--- config.mk ---
export PLATFORM = sky130hd
export DESIGN_NAME = imem_loader_flat
export DESIGN_NICKNAME = d
export VERILOG_FILES = /design/src/rtl/imem_loader_pkg.sv /design/src/rtl/imem_loader_if.sv /design/src/rtl/imem_loader_word_assembler.sv /design/src/rtl/imem_loader.sv /design/src/flat_wrapper.sv
export SDC_FILE = /design/constraint.sdc
export NUM_CORES = 1
export LEC_CHECK = 0
export ABC_AREA = 1
export BUFFER_PORTS_ARGS = -buffer_cell sky130_fd_sc_hd__buf_2
export CAP_MARGIN = 20
export CORE_UTILIZATION = 25
export DETAILED_ROUTE_END_ITERATION = 16
export PLACE_DENSITY = 0.48
export SYNTH_ARGS = -nofsm -noshare
export SYNTH_HDL_FRONTEND = slang
export SYNTH_HIERARCHICAL = 1
export SYNTH_SLANG_ARGS = --single-unit
--- constraint.sdc ---
create_clock -name clk -period 1.9 [get_ports clk]
set_clock_uncertainty 0.2 [all_clocks]
set_input_delay 0.285 -clock clk [delete_from_list [all_inputs] [get_ports clk]]
set_output_delay 0.285 -clock clk [all_outputs]
set_load 0.005 [all_outputs]
--- src/rtl/imem_loader_pkg.sv ---
// Shared types and constants for the boot-time instruction memory loader.
package imem_loader_pkg;

  localparam int BYTE_W         = 8;
  localparam int BYTES_PER_WORD = 4;

  typedef enum logic [2:0] {
    IDLE,
    COUNT,
    DATA,
    CHECK,
    DONE,
    ERR
  } state_e;

endpackage

--- src/rtl/imem_loader_if.sv ---
// Byte stream input and instruction memory write port of the loader.
interface imem_loader_if #(
  parameter int ADDR_W = 5,
  parameter int WORD_W = 32
);

  logic              byte_valid;
  logic [7:0]        byte_data;
  logic              mem_we;
  logic [ADDR_W-1:0] mem_addr;
  logic [WORD_W-1:0] mem_wdata;

  modport master (
    input  byte_valid, byte_data,
    output mem_we, mem_addr, mem_wdata
  );

  modport slave (
    output byte_valid, byte_data,
    input  mem_we, mem_addr, mem_wdata
  );

endinterface

--- src/rtl/imem_loader_word_assembler.sv ---
// Packs incoming bytes little-endian into a word; flags the cycle the 4th byte lands.
module imem_loader_word_assembler
  import imem_loader_pkg::*;
(
  input  logic                             clk,
  input  logic                             reset_n,
  input  logic                             i_clear,
  input  logic                             i_valid,
  input  logic [BYTE_W-1:0]                i_byte,
  output logic [BYTES_PER_WORD*BYTE_W-1:0] o_word,
  output logic                             o_word_ready
);

  logic [BYTES_PER_WORD-1:0][BYTE_W-1:0] r_lanes;
  logic [BYTES_PER_WORD-1:0][BYTE_W-1:0] w_lanes;
  logic [1:0]                            r_idx;

  // The current byte is merged combinationally so the full word is usable on the 4th strobe.
  always_comb begin
    // NOTE: assigning the default before the conditional update keeps this combinational, no latch.
    w_lanes        = r_lanes;
    w_lanes[r_idx] = i_byte;
  end

  assign o_word       = w_lanes;
  assign o_word_ready = i_valid && (r_idx == 2'(BYTES_PER_WORD - 1));

  always_ff @(posedge clk or negedge reset_n) begin
    // NOTE: non-blocking assignments so every register samples pre-edge values.
    if (!reset_n) begin
      r_lanes <= '0;
      r_idx   <= '0;
    end else if (i_clear) begin
      r_idx   <= '0;
    end else if (i_valid) begin
      r_lanes <= w_lanes;
      r_idx   <= r_idx + 2'd1;
    end
  end

endmodule

--- src/rtl/imem_loader.sv ---
// Loads a checksummed byte frame into instruction RAM and holds the CPU until it verifies.
module imem_loader
  import imem_loader_pkg::*;
#(
  parameter int ADDR_W = 5,
  parameter int DEPTH  = 32,
  parameter int WORD_W = 32
) (
  input  logic             clk,
  input  logic             reset_n,
  input  logic             start,
  imem_loader_if.master    bus,
  output logic             cpu_hold,
  output logic             busy,
  output logic             done,
  output logic             err
);

  state_e              r_state;
  state_e              w_next;
  logic [BYTE_W-1:0]   r_count;
  logic [BYTE_W-1:0]   r_word_cnt;
  logic [BYTE_W-1:0]   r_csum;
  logic                w_session_start;
  logic                w_asm_valid;
  logic                w_word_ready;
  logic                w_last_word;
  logic [WORD_W-1:0]   w_word;

  assign w_session_start = start && (r_state inside {IDLE, DONE, ERR});
  assign w_asm_valid     = bus.byte_valid && (r_state == DATA);
  assign w_last_word     = w_word_ready && (r_word_cnt == r_count - 8'd1);

  imem_loader_word_assembler u_asm (
    .clk          (clk),
    .reset_n      (reset_n),
    .i_clear      (w_session_start),
    .i_valid      (w_asm_valid),
    .i_byte       (bus.byte_data),
    .o_word       (w_word),
    .o_word_ready (w_word_ready)
  );

  always_comb begin
    w_next = r_state;
    case (r_state)
      IDLE, DONE, ERR: if (start) w_next = COUNT;
      COUNT: if (bus.byte_valid) begin
        if (bus.byte_data == '0 || 32'(bus.byte_data) > DEPTH) w_next = ERR;
        else                                                   w_next = DATA;
      end
      DATA:  if (w_last_word) w_next = CHECK;
      CHECK: if (bus.byte_valid) w_next = (bus.byte_data == r_csum) ? DONE : ERR;
      default: w_next = IDLE;
    endcase
  end

  always_ff @(posedge clk or negedge reset_n) begin
    if (!reset_n) begin
      r_state       <= IDLE;
      r_count       <= '0;
      r_word_cnt    <= '0;
      r_csum        <= '0;
      bus.mem_we    <= 1'b0;
      bus.mem_addr  <= '0;
      bus.mem_wdata <= '0;
    end else begin
      r_state    <= w_next;
      bus.mem_we <= w_word_ready;
      if (w_word_ready) bus.mem_wdata <= w_word;
      if (w_session_start) begin
        r_csum       <= '0;
        r_word_cnt   <= '0;
        bus.mem_addr <= '0;
      end else begin
        if (r_state == COUNT && bus.byte_valid) r_count <= bus.byte_data;
        if (w_asm_valid)  r_csum     <= r_csum ^ bus.byte_data;
        if (w_word_ready) r_word_cnt <= r_word_cnt + 8'd1;
        // After the final word the FSM is already in CHECK, so the address stops at N-1.
        if (bus.mem_we && r_state == DATA) bus.mem_addr <= bus.mem_addr + ADDR_W'(1);
      end
    end
  end

  assign busy     = r_state inside {COUNT, DATA, CHECK};
  assign done     = (r_state == DONE);
  assign err      = (r_state == ERR);
  assign cpu_hold = (r_state != DONE);

endmodule

--- src/flat_wrapper.sv ---
// flat-port wrapper written by rule: the top's interface ports become plain ports
module imem_loader_flat import imem_loader_pkg::*;
#(
  parameter int ADDR_W = 5,
  parameter int DEPTH  = 32,
  parameter int WORD_W = 32
)
  (clk, reset_n, start, cpu_hold, busy, done, err, bus_byte_valid, bus_byte_data, bus_mem_we, bus_mem_addr, bus_mem_wdata);
  imem_loader_if #(.ADDR_W(ADDR_W), .WORD_W(WORD_W)) bus_i ();
  input  logic clk;
  input  logic reset_n;
  input  logic start;
  output logic cpu_hold;
  output logic busy;
  output logic done;
  output logic err;
  input wire logic [$bits(bus_i.byte_valid)-1:0] bus_byte_valid;
  input wire logic [$bits(bus_i.byte_data)-1:0] bus_byte_data;
  output wire logic [$bits(bus_i.mem_we)-1:0] bus_mem_we;
  output wire logic [$bits(bus_i.mem_addr)-1:0] bus_mem_addr;
  output wire logic [$bits(bus_i.mem_wdata)-1:0] bus_mem_wdata;
  assign bus_i.byte_valid = bus_byte_valid;
  assign bus_i.byte_data = bus_byte_data;
  assign bus_mem_we = bus_i.mem_we;
  assign bus_mem_addr = bus_i.mem_addr;
  assign bus_mem_wdata = bus_i.mem_wdata;
  imem_loader #(.ADDR_W(ADDR_W), .DEPTH(DEPTH), .WORD_W(WORD_W)) u_core (.clk(clk), .reset_n(reset_n), .start(start), .bus(bus_i), .cpu_hold(cpu_hold), .busy(busy), .done(done), .err(err));
endmodule
==> results of run 1 <==
-- power breakdown --
group	total (W)	internal, W	switching (W)
clock network	0.00202	0.00119	0.000826
registers	0.00305	0.00268	0.000370
logic	0.00275	0.00111	0.00165
-- layout make-up --
cell class | instances | area (sq um) | area share
multi-input cells | 490 | 2210 | 0.352
repair buffers | 98 | 673 | 0.107
clock inverters | 6 | 87.6 | 0.0139
well taps | 265 | 332 | 0.0528
clock buffers | 10 | 239 | 0.0381
repair inverters | 3 | 38.8 | 0.00618
flip-flops and latches | 99 | 2480 | 0.395
inverters | 53 | 221 | 0.0353
-- synthesized netlist by cell type, types with 3 or more instances --
library cell | count | share of area
a21oi_1 | 10 | 0.010
a31oi_1 | 3 | 0.0038
buf_2 | 8 | 0.0081
buf_6 | 5 | 0.011
clkbuf_1 | 6 | 0.0045
dfrtp_1 | 99 | 0.50
ha_1 | 9 | 0.023
inv_1 | 46 | 0.035
inv_2 | 6 | 0.0045
nand2_1 | 359 | 0.27
nand2_2 | 3 | 0.0038
nand3_1 | 26 | 0.026
nand4_1 | 3 | 0.0038
nor2_1 | 26 | 0.020
nor2_4 | 3 | 0.0068
nor3_1 | 3 | 0.0030
o21ai_0 | 18 | 0.018
o21ai_1 | 3 | 0.0030
or2_2 | 3 | 0.0038
xnor2_1 | 7 | 0.012
xor2_1 | 5 | 0.0088
-- through the flow --
step	total power, W	hold WS [ns]
after global routing	0.00848	0.0955
after global placement	0.00567	0.110
after CTS	0.00777	0.0644
final	0.00782	0.0809
after floorplan	0.00488	-0.211
after detailed placement	0.00568	0.109
-- how the worst max path moves through the flow --
stage / to / depth (start not counted) / slack (ns)
after floorplan: u_core/r_word_cnt[7] / 13 / 0.01
after global placement: u_core/r_word_cnt[7] / 13 / -0.01
after detailed placement: u_core/r_word_cnt[7] / 13 / -0.03
after CTS: u_core/r_word_cnt[7] / 13 / -0.05
after global routing: u_core/r_word_cnt[7] / 12 / -0.21
final: u_core/r_word_cnt[7] / 12 / -0.04
-- metal layers --
metal	part of all wire	up-vias	global-route usage
li1	-	2202	-
met4	0.015	0	0.0470
met5	0	-	0
met2	0.48	68	0.225
met3	0.040	14	0.0231
met1	0.46	1993	0.179
-- tightest hold or removal path: cells and delay by family --
family	cells	cell delay, ns
compound gates	1	0.08
buf+inv	2	0.22
-- cell families (layout without fill, tap and decap cells) --
group / after synthesis / after routing / share of synthesized area
multiplexers: 2 / 2 / 0.00455
AND/OR/NAND/NOR: 433 / 433 / 0.351
AO/OA/AOI/OAI: 34 / 34 / 0.0351
adder cells (fa/ha/maj): 9 / 9 / 0.0227
buffers and inverters: 72 / 170 / 0.0647
flip-flops: 99 / 99 / 0.500
XOR/XNOR: 12 / 12 / 0.0212
-- sequential cells by signal (all words and copies together), names as in the netlist --
| register | cells |
|---|---|
| u_core/r_state | 3 |
| u_core/bus.mem_addr | 5 |
| u_core/u_asm/r_lanes | 32 |
| u_core/r_word_cnt | 8 |
| u_core/r_csum | 8 |
| u_core/bus.mem_we | 1 |
| u_core/u_asm/r_idx | 2 |
| u_core/r_count | 8 |
| u_core/bus.mem_wdata | 32 |
-- what timing repair did --
item | in CTS | in global routing
pin swaps | 1 | 8
gates resized for setup | 0 | 40
setup endpoints to repair | 24 | 74
hold buffers | 1 | 0
gates cloned | 0 | 3
buffers inserted | 1 | 7
hold endpoints to repair | 99 | 0
==> out/metrics.csv, run 1 <==
stage,metric,value,unit
placed_design,placed insts,996,
layout,final instance area,6280,sq um
clock_network,clk buf depth,2,
worst_hold_path,start point of the worst hold path,bus_byte_data[2],
clock_network,total CTS buffers,9,
die,Die H,143,microns
worst_hold_path,Hold EP,u_core/r_count[2],
run_status,failing checks,negative setup slack,
timing,final worst path period share,1.02,
worst_setup_path,"slowest stage cell, crit path",dfrtp_1,
timing,fin. max-slew vios,0,
synth,Mapped Cells,661,
grt,first-pass GRT wire length,21300,microns
layout,post-layout utilization of the core,0.323,
timing,Worst Tran Pin Value,0.350,ns
synth,Synth Flop Type,dfrtp_1,
layout,nets@finish,775,
layout,# diodes,0,
worst_setup_path,RR Startpoint,u_core/r_state[2],
synth,"Avg Cell Area, Syn",7.49,sq um
flow_run,Max-Cap Viols,0,
clock_network,Clock Pin Slew Worst Setup and Hold Paths,0.07,ns
pwr,Leak Pwr,3.53,nW
timing,setup TNS,-0.0780,ns
detailed_routing,WL final,13400,microns
synth,Syn. warnings,6,
layout,"most common cell after layout, fill and taps aside",nand2_1,
worst_setup_path,worst-path cell chain,nor2_4 -> nand2_4 -> nor2_4 -> nand2_2 -> inv_4 -> nand2_4 -> nor3_4 -> nand2_1 -> inv_2 -> nand4_1 -> o21ai_1 -> a21oi_1,
pwr,maximum vdd ir drop,0.437,mV
layout,Layout area overhead,26.8,%
synth,Syn Nets,682,
worst_setup_path,element type at the critical path end,flip-flop,
timing,Peak Freq,514,MHz
detailed_routing,DRT iter0 DRCs,233,
worst_setup_path,Crit path largest cell delay,0.42,ns
worst_setup_path,CP arrival,1.98,ns
grt,GRT Resource Usage Total,0.136,
detailed_routing,Routed wire per std cell,13.0,microns
timing,shortest period the worst path allows,1.94,ns
worst_setup_path,"Max FO, Critical Path",5,
detailed_routing,Remaining DRCs,0,
worst_hold_path,hold depth,3,
worst_hold_path,Hold Crit Class,input port to flip-flop,
worst_setup_path,CP Launch Type,flip-flop,
worst_setup_path,critical path's top delay family,simple AND/OR/NAND/NOR gates,
clock_network,CTS Root Cell,clkbuf_16,
worst_setup_path,Crit path buffers/inverters,2,
timing,Final WS setup,-0.0449,ns
clock_network,Clock Latency Late Sink,0.35,ns
layout,Non-Filler Instances,1024,
layout,most frequent cells in the layout,"nand2_1, dfrtp_1, buf_2, inv_1, buf_4",
timing,final setup fails,2,
detailed_routing,"antenna viol nets, final",0,
timing,"Hold Vio Cnt, Final",0,
synth,library cells used by synthesis,28,
layout,share of layout cells above drive strength 1,0.202,
clock_network,CTS tree,yes,
grt,initial antenna violation count,0,
worst_setup_path,RR Endpoint,u_core/r_word_cnt[7],
synth,mapped cell area,4950,sq um
timing,max_slew headroom,0.766,
placed_design,placed standard-cell area,5730,sq um
worst_setup_path,R2R setup slack,-0.04,ns
grt,GRT overflow,0,
clock_network,CTS HTree Levels,3,
detailed_routing,Vias per Instance,4.18,
placed_design,Setup Slack @ Placement,-0.0320,ns
die,FP Rows,51,
grt,vias in the first global route,4228,
synth,Seq cells post-synth,99,
clock_network,clock sink count,99,
synth,"EDFF count, synth",0,
detailed_routing,DRT Pass-1 Iters,5,
detailed_routing,routed vias,4277,
worst_setup_path,CP Data Required Time,1.94,ns
run_status,status,"finished, violations left",
placed_design,Port Buffers,53,
grt,largest net degree at the start of global routing,52,
layout,FILL cells,2111,
placed_design,DPL Wire Length,9240,microns
synth,async set-reset flop share out of synthesis,1.00,
die,die area,20400,sq um
worst_setup_path,critical path startpoint,u_core/r_state[2],
worst_setup_path,critical path type,flip-flop to flip-flop,
synth,sequential area share after synthesis,0.500,
die,core area,19500,sq um
placed_design,GP Congestion,0.795,
die,Die Wd,143,microns
timing,RSZ-0062 raised after global routing,true,
die,io pins,54,
die,initial core utilization,0.254,
worst_setup_path,Worst Reg2Reg Path Length in Cells,12,
pwr,Pwr Density,1250,nW/um^2
(Power assumes the default switching activity.)
==> run 2, diff against run 1 <==
--- a/config.mk
+++ b/config.mk
@@ -10,7 +10,8 @@
 export CAP_MARGIN = 20
 export CORE_UTILIZATION = 25
 export DETAILED_ROUTE_END_ITERATION = 16
-export PLACE_DENSITY = 0.48
+export GPL_TIMING_DRIVEN = 1
+export PLACE_DENSITY = 0.47
 export SYNTH_ARGS = -nofsm -noshare
 export SYNTH_HDL_FRONTEND = slang
 export SYNTH_HIERARCHICAL = 1
==> constraint.sdc (replaced) <==
create_clock -name clk -period 1.8 [get_ports clk]
set_clock_uncertainty 0.2 [all_clocks]
set_input_delay 0.27 -clock clk [delete_from_list [all_inputs] [get_ports clk]]
set_output_delay 0.27 -clock clk [all_outputs]
set_load 0.005 [all_outputs]
==> out/metrics.csv, run 2 (synthesis gave the netlist of run 1 again) <==
stage,metric,value,unit
layout,most frequent cells in the layout,"nand2_1, dfrtp_1, buf_2, inv_1, buf_4",
placed_design,Port Buffers,53,
layout,# diodes,0,
layout,Layout area overhead,32.7,%
die,io pins,54,
pwr,Comb pwr share,0.365,
clock_network,CTS tree,yes,
pwr,internal power,0.00555,W
grt,first-pass GRT wire length,21400,microns
detailed_routing,Vias per Instance,4.14,
clock_network,Clock Latency Late Sink,0.35,ns
grt,largest net degree at the start of global routing,54,
detailed_routing,Routed wire per std cell,13.0,microns
grt,GRT Resource Usage Total,0.136,
layout,nets@finish,786,
timing,RSZ-0062 raised after global routing,true,
clock_network,CTS HTree Levels,3,
layout,"most common cell after layout, fill and taps aside",nand2_1,
detailed_routing,"antenna viol nets, final",0,
timing,final worst path period share,1.06,
layout,FILL cells,2072,
timing,fin. max-slew vios,0,
placed_design,placed insts,1000,
clock_network,CTS Root Cell,clkbuf_16,
pwr,sw frac,0.356,
worst_setup_path,critical path type,flip-flop to flip-flop,
clock_network,Clock Pin Slew Worst Setup and Hold Paths,0.07,ns
layout,Non-Filler Instances,1035,
detailed_routing,WL final,13500,microns
die,die area,20400,sq um
pwr,clock power share,0.262,
timing,max_slew headroom,0.764,
worst_hold_path,Hold Crit Class,input port to flip-flop,
timing,Final WS setup,-0.109,ns
grt,vias in the first global route,4117,
pwr,Sequential Power Share,0.373,
die,initial core utilization,0.254,
pwr,NetSw,0.00306,W
pwr,Pwr Density,1310,nW/um^2
timing,Peak Freq,524,MHz
pwr,maximum vdd ir drop,0.509,mV
clock_network,clock sink count,99,
grt,GRT overflow,0,
timing,shortest period the worst path allows,1.91,ns
timing,Hold WS,0.101,ns
die,Die H,143,microns
placed_design,Setup Slack @ Placement,-0.0700,ns
clock_network,clk buf depth,2,
die,Die Wd,143,microns
detailed_routing,DRT iter0 DRCs,193,
layout,Top Registers,"u_core/bus.mem_wdata: 32 flops, u_core/u_asm/r_lanes: 32 flops",
die,FP Rows,51,
placed_design,GP Congestion,0.759,
pwr,Leak Pwr,3.66,nW
worst_setup_path,CP Launch Type,flip-flop,
grt,initial antenna violation count,0,
flow_run,Max-Cap Viols,0,
timing,final setup fails,26,
placed_design,DPL Wire Length,9300,microns
worst_setup_path,CP Data Required Time,1.84,ns
detailed_routing,DRT Pass-1 Iters,5,
layout,post-layout utilization of the core,0.337,
placed_design,placed standard-cell area,5770,sq um
layout,share of layout cells above drive strength 1,0.226,
clock_network,total CTS buffers,9,
die,core area,19500,sq um
worst_setup_path,CP arrival,1.94,ns
run_status,status,"finished, violations left",
worst_setup_path,element type at the critical path end,flip-flop,
layout,final instance area,6570,sq um
detailed_routing,Remaining DRCs,0,
run_status,failing checks,negative setup slack,
worst_setup_path,"Max FO, Critical Path",8,
detailed_routing,routed vias,4284,
timing,Worst Tran Pin Value,0.354,ns
timing,"Hold Vio Cnt, Final",0,
## run 2: per-layer routing
layer  wire length [microns]  GRT usage  share of wire  vias to the layer above
li1                        -          -              -                     2228
met1                    6720      0.190           0.50                     1986
met2                    6170      0.215           0.46                       60
met3                     479     0.0262          0.036                       10
met4                     104     0.0385         0.0077                        0
met5                       0          0              0                        -
## run 2: critical path, cell delays in order, from the launching register on
cell	delay [ns]
dfrtp_1	0.42
buf_4	0.15
buf_6	0.11
inv_4	0.05
nand2_4	0.05
inv_2	0.06
nor2_2	0.03
nand2_2	0.11
inv_4	0.06
inv_8	0.08
nand2_8	0.08
buf_6	0.14
clkbuf_16	0.15
nand2_1	0.05
nand2_1	0.05
## run 2: cell type report
cell class                      count  area, sq um  area share
Clock buffer                       10          239      0.0364
Clock inverter                      6          111      0.0170
Multi-Input combinational cell    491         2260       0.344
Timing Repair inverter              2         31.3     0.00476
Tap cell                          265          332      0.0505
Sequential cell                    99         2480       0.377
Timing Repair Buffer              109          888       0.135
Inverter                           53          226      0.0345
## run 2: power by group through the flow
stage | clock [W] | combinational (W) | sequential, W
after floorplan | 0 | 0.00196 | 0.00320
after global placement | 0 | 0.00280 | 0.00325
after detailed placement | 0 | 0.00281 | 0.00325
after CTS | 0.00234 | 0.00283 | 0.00322
after global routing | 0.00243 | 0.00360 | 0.00329
final | 0.00226 | 0.00314 | 0.00322
## run 2: timing repair
action / CTS / global route
gates resized for setup: 5 / 61
setup endpoints to repair: 24 / 80
hold buffers: 1 / 0
gates cloned: 0 / 6
pin swaps: 2 / 19
setup buffers: 6 / 8
hold endpoints to repair: 99 / 0
## run 2: path summary, 6_finish.rpt
| kind | depth (start not counted) | to | from | slack (ns) |
|---|---|---|---|---|
| worst max register to register | 14 | u_core/u_asm/r_lanes[26] | u_core/r_state[2] | -0.11 |
| worst min register to register | 2 | u_core/bus.mem_wdata[3] | u_core/bus.mem_wdata[3] | 0.27 |
| min in group asynchronous | 2 | u_core/r_word_cnt[3] | reset_n | 0.15 |
| max in group asynchronous | 3 | u_core/bus.mem_wdata[5] | reset_n | 0.67 |
| worst min-delay path | 3 | u_core/r_count[2] | bus_byte_data[2] | 0.10 |
| worst max-delay path | 14 | u_core/u_asm/r_lanes[26] | u_core/r_state[2] | -0.11 |
## run 2: stage by stage
| step | total power, W | TNS [ns] |
|---|---|---|
| 3_3_place_gp | 0.00605 | -0.142 |
| 6_report | 0.00862 | -1.63 |
| 2_1_floorplan | 0.00515 | -0.512 |
| 4_1_cts | 0.00839 | -0.249 |
| 3_5_place_dp | 0.00606 | -0.234 |
| 5_1_grt | 0.00932 | -6.00 |
==> run 3, diff against run 2 <==
--- a/config.mk
+++ b/config.mk
@@ -12,6 +12,7 @@
 export DETAILED_ROUTE_END_ITERATION = 16
 export GPL_TIMING_DRIVEN = 1
 export PLACE_DENSITY = 0.47
+export RECOVER_POWER = 100
 export SYNTH_ARGS = -nofsm -noshare
 export SYNTH_HDL_FRONTEND = slang
 export SYNTH_HIERARCHICAL = 1
==> out/metrics.csv, run 3 (synthesis gave the netlist of run 1 again) <==
stage,metric,value,unit
run_status,status,"finished, violations left",
run_status,failing checks,negative setup slack,
timing,final worst path period share,1.06,
worst_setup_path,"Max FO, Critical Path",8,
layout,Layout area overhead,31.7,%
detailed_routing,WL final,13500,microns
pwr,Pwr Density,1320,nW/um^2
die,FP Rows,51,
placed_design,Setup Slack @ Placement,-0.0700,ns
timing,Worst Tran Pin Value,0.527,ns
layout,share of layout cells above drive strength 1,0.195,
timing,final setup fails,26,
detailed_routing,Remaining DRCs,0,
timing,Final WS setup,-0.109,ns
clock_network,Clock Latency Late Sink,0.35,ns
layout,nets@finish,786,
die,Die H,143,microns
worst_setup_path,Worst Reg2Reg Path Length in Cells,14,
worst_setup_path,element type at the critical path end,flip-flop,
placed_design,Port Buffers,53,
clock_network,CTS HTree Levels,3,
worst_setup_path,CP arrival,1.95,ns
worst_setup_path,CP Launch Type,flip-flop,
layout,"most common cell after layout, fill and taps aside",nand2_1,
layout,# diodes,0,
placed_design,GP Congestion,0.759,
timing,max_slew headroom,0.648,
placed_design,DPL Wire Length,9300,microns
worst_setup_path,critical path type,flip-flop to flip-flop,
placed_design,placed standard-cell area,5770,sq um
die,io pins,54,
grt,initial antenna violation count,0,
layout,FILL cells,2082,
timing,shortest period the worst path allows,1.91,ns
clock_network,total CTS buffers,9,
worst_hold_path,Hold Crit Class,input port to flip-flop,
layout,multi-input combinational cell area,2260,sq um
worst_setup_path,RR Endpoint,u_core/u_asm/r_lanes[25],
clock_network,clock sink count,99,
grt,first-pass GRT wire length,21400,microns
timing,Hold WS,0.105,ns
worst_hold_path,start point of the worst hold path,bus_byte_data[2],
detailed_routing,routed vias,4305,
layout,FF+latch area,2480,sq um
die,initial core utilization,0.254,
timing,fin. max-slew vios,0,
detailed_routing,"antenna viol nets, final",0,
grt,largest net degree at the start of global routing,54,
clock_network,Clock Pin Slew Worst Setup and Hold Paths,0.07,ns
die,core area,19500,sq um
detailed_routing,DRT Pass-1 Iters,4,
worst_setup_path,critical path startpoint,u_core/r_state[2],
detailed_routing,DRT iter0 DRCs,208,
layout,Top Registers,"u_core/bus.mem_wdata: 32 flops, u_core/u_asm/r_lanes: 32 flops",
grt,GRT overflow,0,
die,Die Wd,143,microns
flow_run,Max-Cap Viols,0,
grt,vias in the first global route,4117,
clock_network,clk buf depth,2,
worst_setup_path,R2R setup slack,-0.11,ns
clock_network,CTS Root Cell,clkbuf_16,
timing,Peak Freq,524,MHz
pwr,maximum vdd ir drop,0.510,mV
layout,final instance area,6520,sq um
timing,RSZ-0062 raised after global routing,true,
pwr,Overall Power,0.00861,W
layout,most frequent cells in the layout,"nand2_1, dfrtp_1, inv_1, buf_4, buf_2",
worst_setup_path,CP Data Required Time,1.84,ns
detailed_routing,Vias per Instance,4.16,
pwr,Leak Pwr,3.55,nW
worst_setup_path,CP endpoint,u_core/u_asm/r_lanes[25],
timing,setup TNS,-1.60,ns
detailed_routing,Routed wire per std cell,13.0,microns
die,die area,20400,sq um
worst_setup_path,RR Startpoint,u_core/r_state[2],
grt,GRT Resource Usage Total,0.136,
timing,"Hold Vio Cnt, Final",0,
clock_network,CTS tree,yes,
-- run 3: stage by stage --
step                instances   util
floorplan                 661      -
CTS                      1023  0.318
finish                   1035  0.335
detailed placement       1000  0.297
global route             1035  0.335
global placement         1000  0.297
-- run 3: power by group --
group	total, W	internal [W]	switching (W)
clock	0.00226	0.00140	0.000860
combinational	0.00313	0.00131	0.00182
sequential	0.00322	0.00283	0.000386
total	0.00861	0.00554	0.00307
-- run 3: per-layer routing --
| layer | wire, microns | global-route usage | vias up |
|---|---|---|---|
| li1 | - | - | 2230 |
| met1 | 6690 | 0.190 | 2006 |
| met2 | 6210 | 0.215 | 59 |
| met3 | 487 | 0.0262 | 10 |
| met4 | 104 | 0.0385 | 0 |
| met5 | 0 | 0 | - |
-- run 3: what timing repair did --
item,in CTS,in global routing
pin swaps,2,19
setup endpoints to repair,24,80
buffers inserted,6,8
endpoints found under the hold margin,99,0
hold buffers,1,0
gates resized for setup,5,61
cloned,0,6
-- run 3: how the worst min path moves through the flow --
stage                                   endpoint  slack [ns]  depth (start not counted)
after floorplan           u_core/bus.mem_addr[0]       -0.23                          0
after global placement      u_core/r_word_cnt[5]       -0.02                          1
after detailed placement    u_core/r_word_cnt[3]       -0.02                          1
after CTS                      u_core/r_count[2]        0.09                          3
after global routing           u_core/r_count[3]        0.11                          3
final                          u_core/r_count[2]        0.11                          3
-- run 3: layout make-up --
cell class,instances,share of cell area
Sequential cell,99,0.380
Timing Repair inverter,2,0.00480
Clock inverter,6,0.0171
Tap cell,265,0.0508
Timing Repair Buffer,109,0.129
Clock buffer,10,0.0366
Multi-Input combinational cell,491,0.347
Inverter,53,0.0347
-- run 3: worst max-delay path: stages, from the launching register on --
cell and delay (ns):
dfrtp_1 0.42, buf_4 0.15, buf_6 0.11, inv_4 0.05, nand2_4 0.05, inv_2 0.06
nor2_2 0.03, nand2_2 0.11, inv_4 0.06, inv_8 0.08, nand2_8 0.08, buf_6 0.14
clkbuf_16 0.15, nand2_1 0.06, nand2_1 0.05
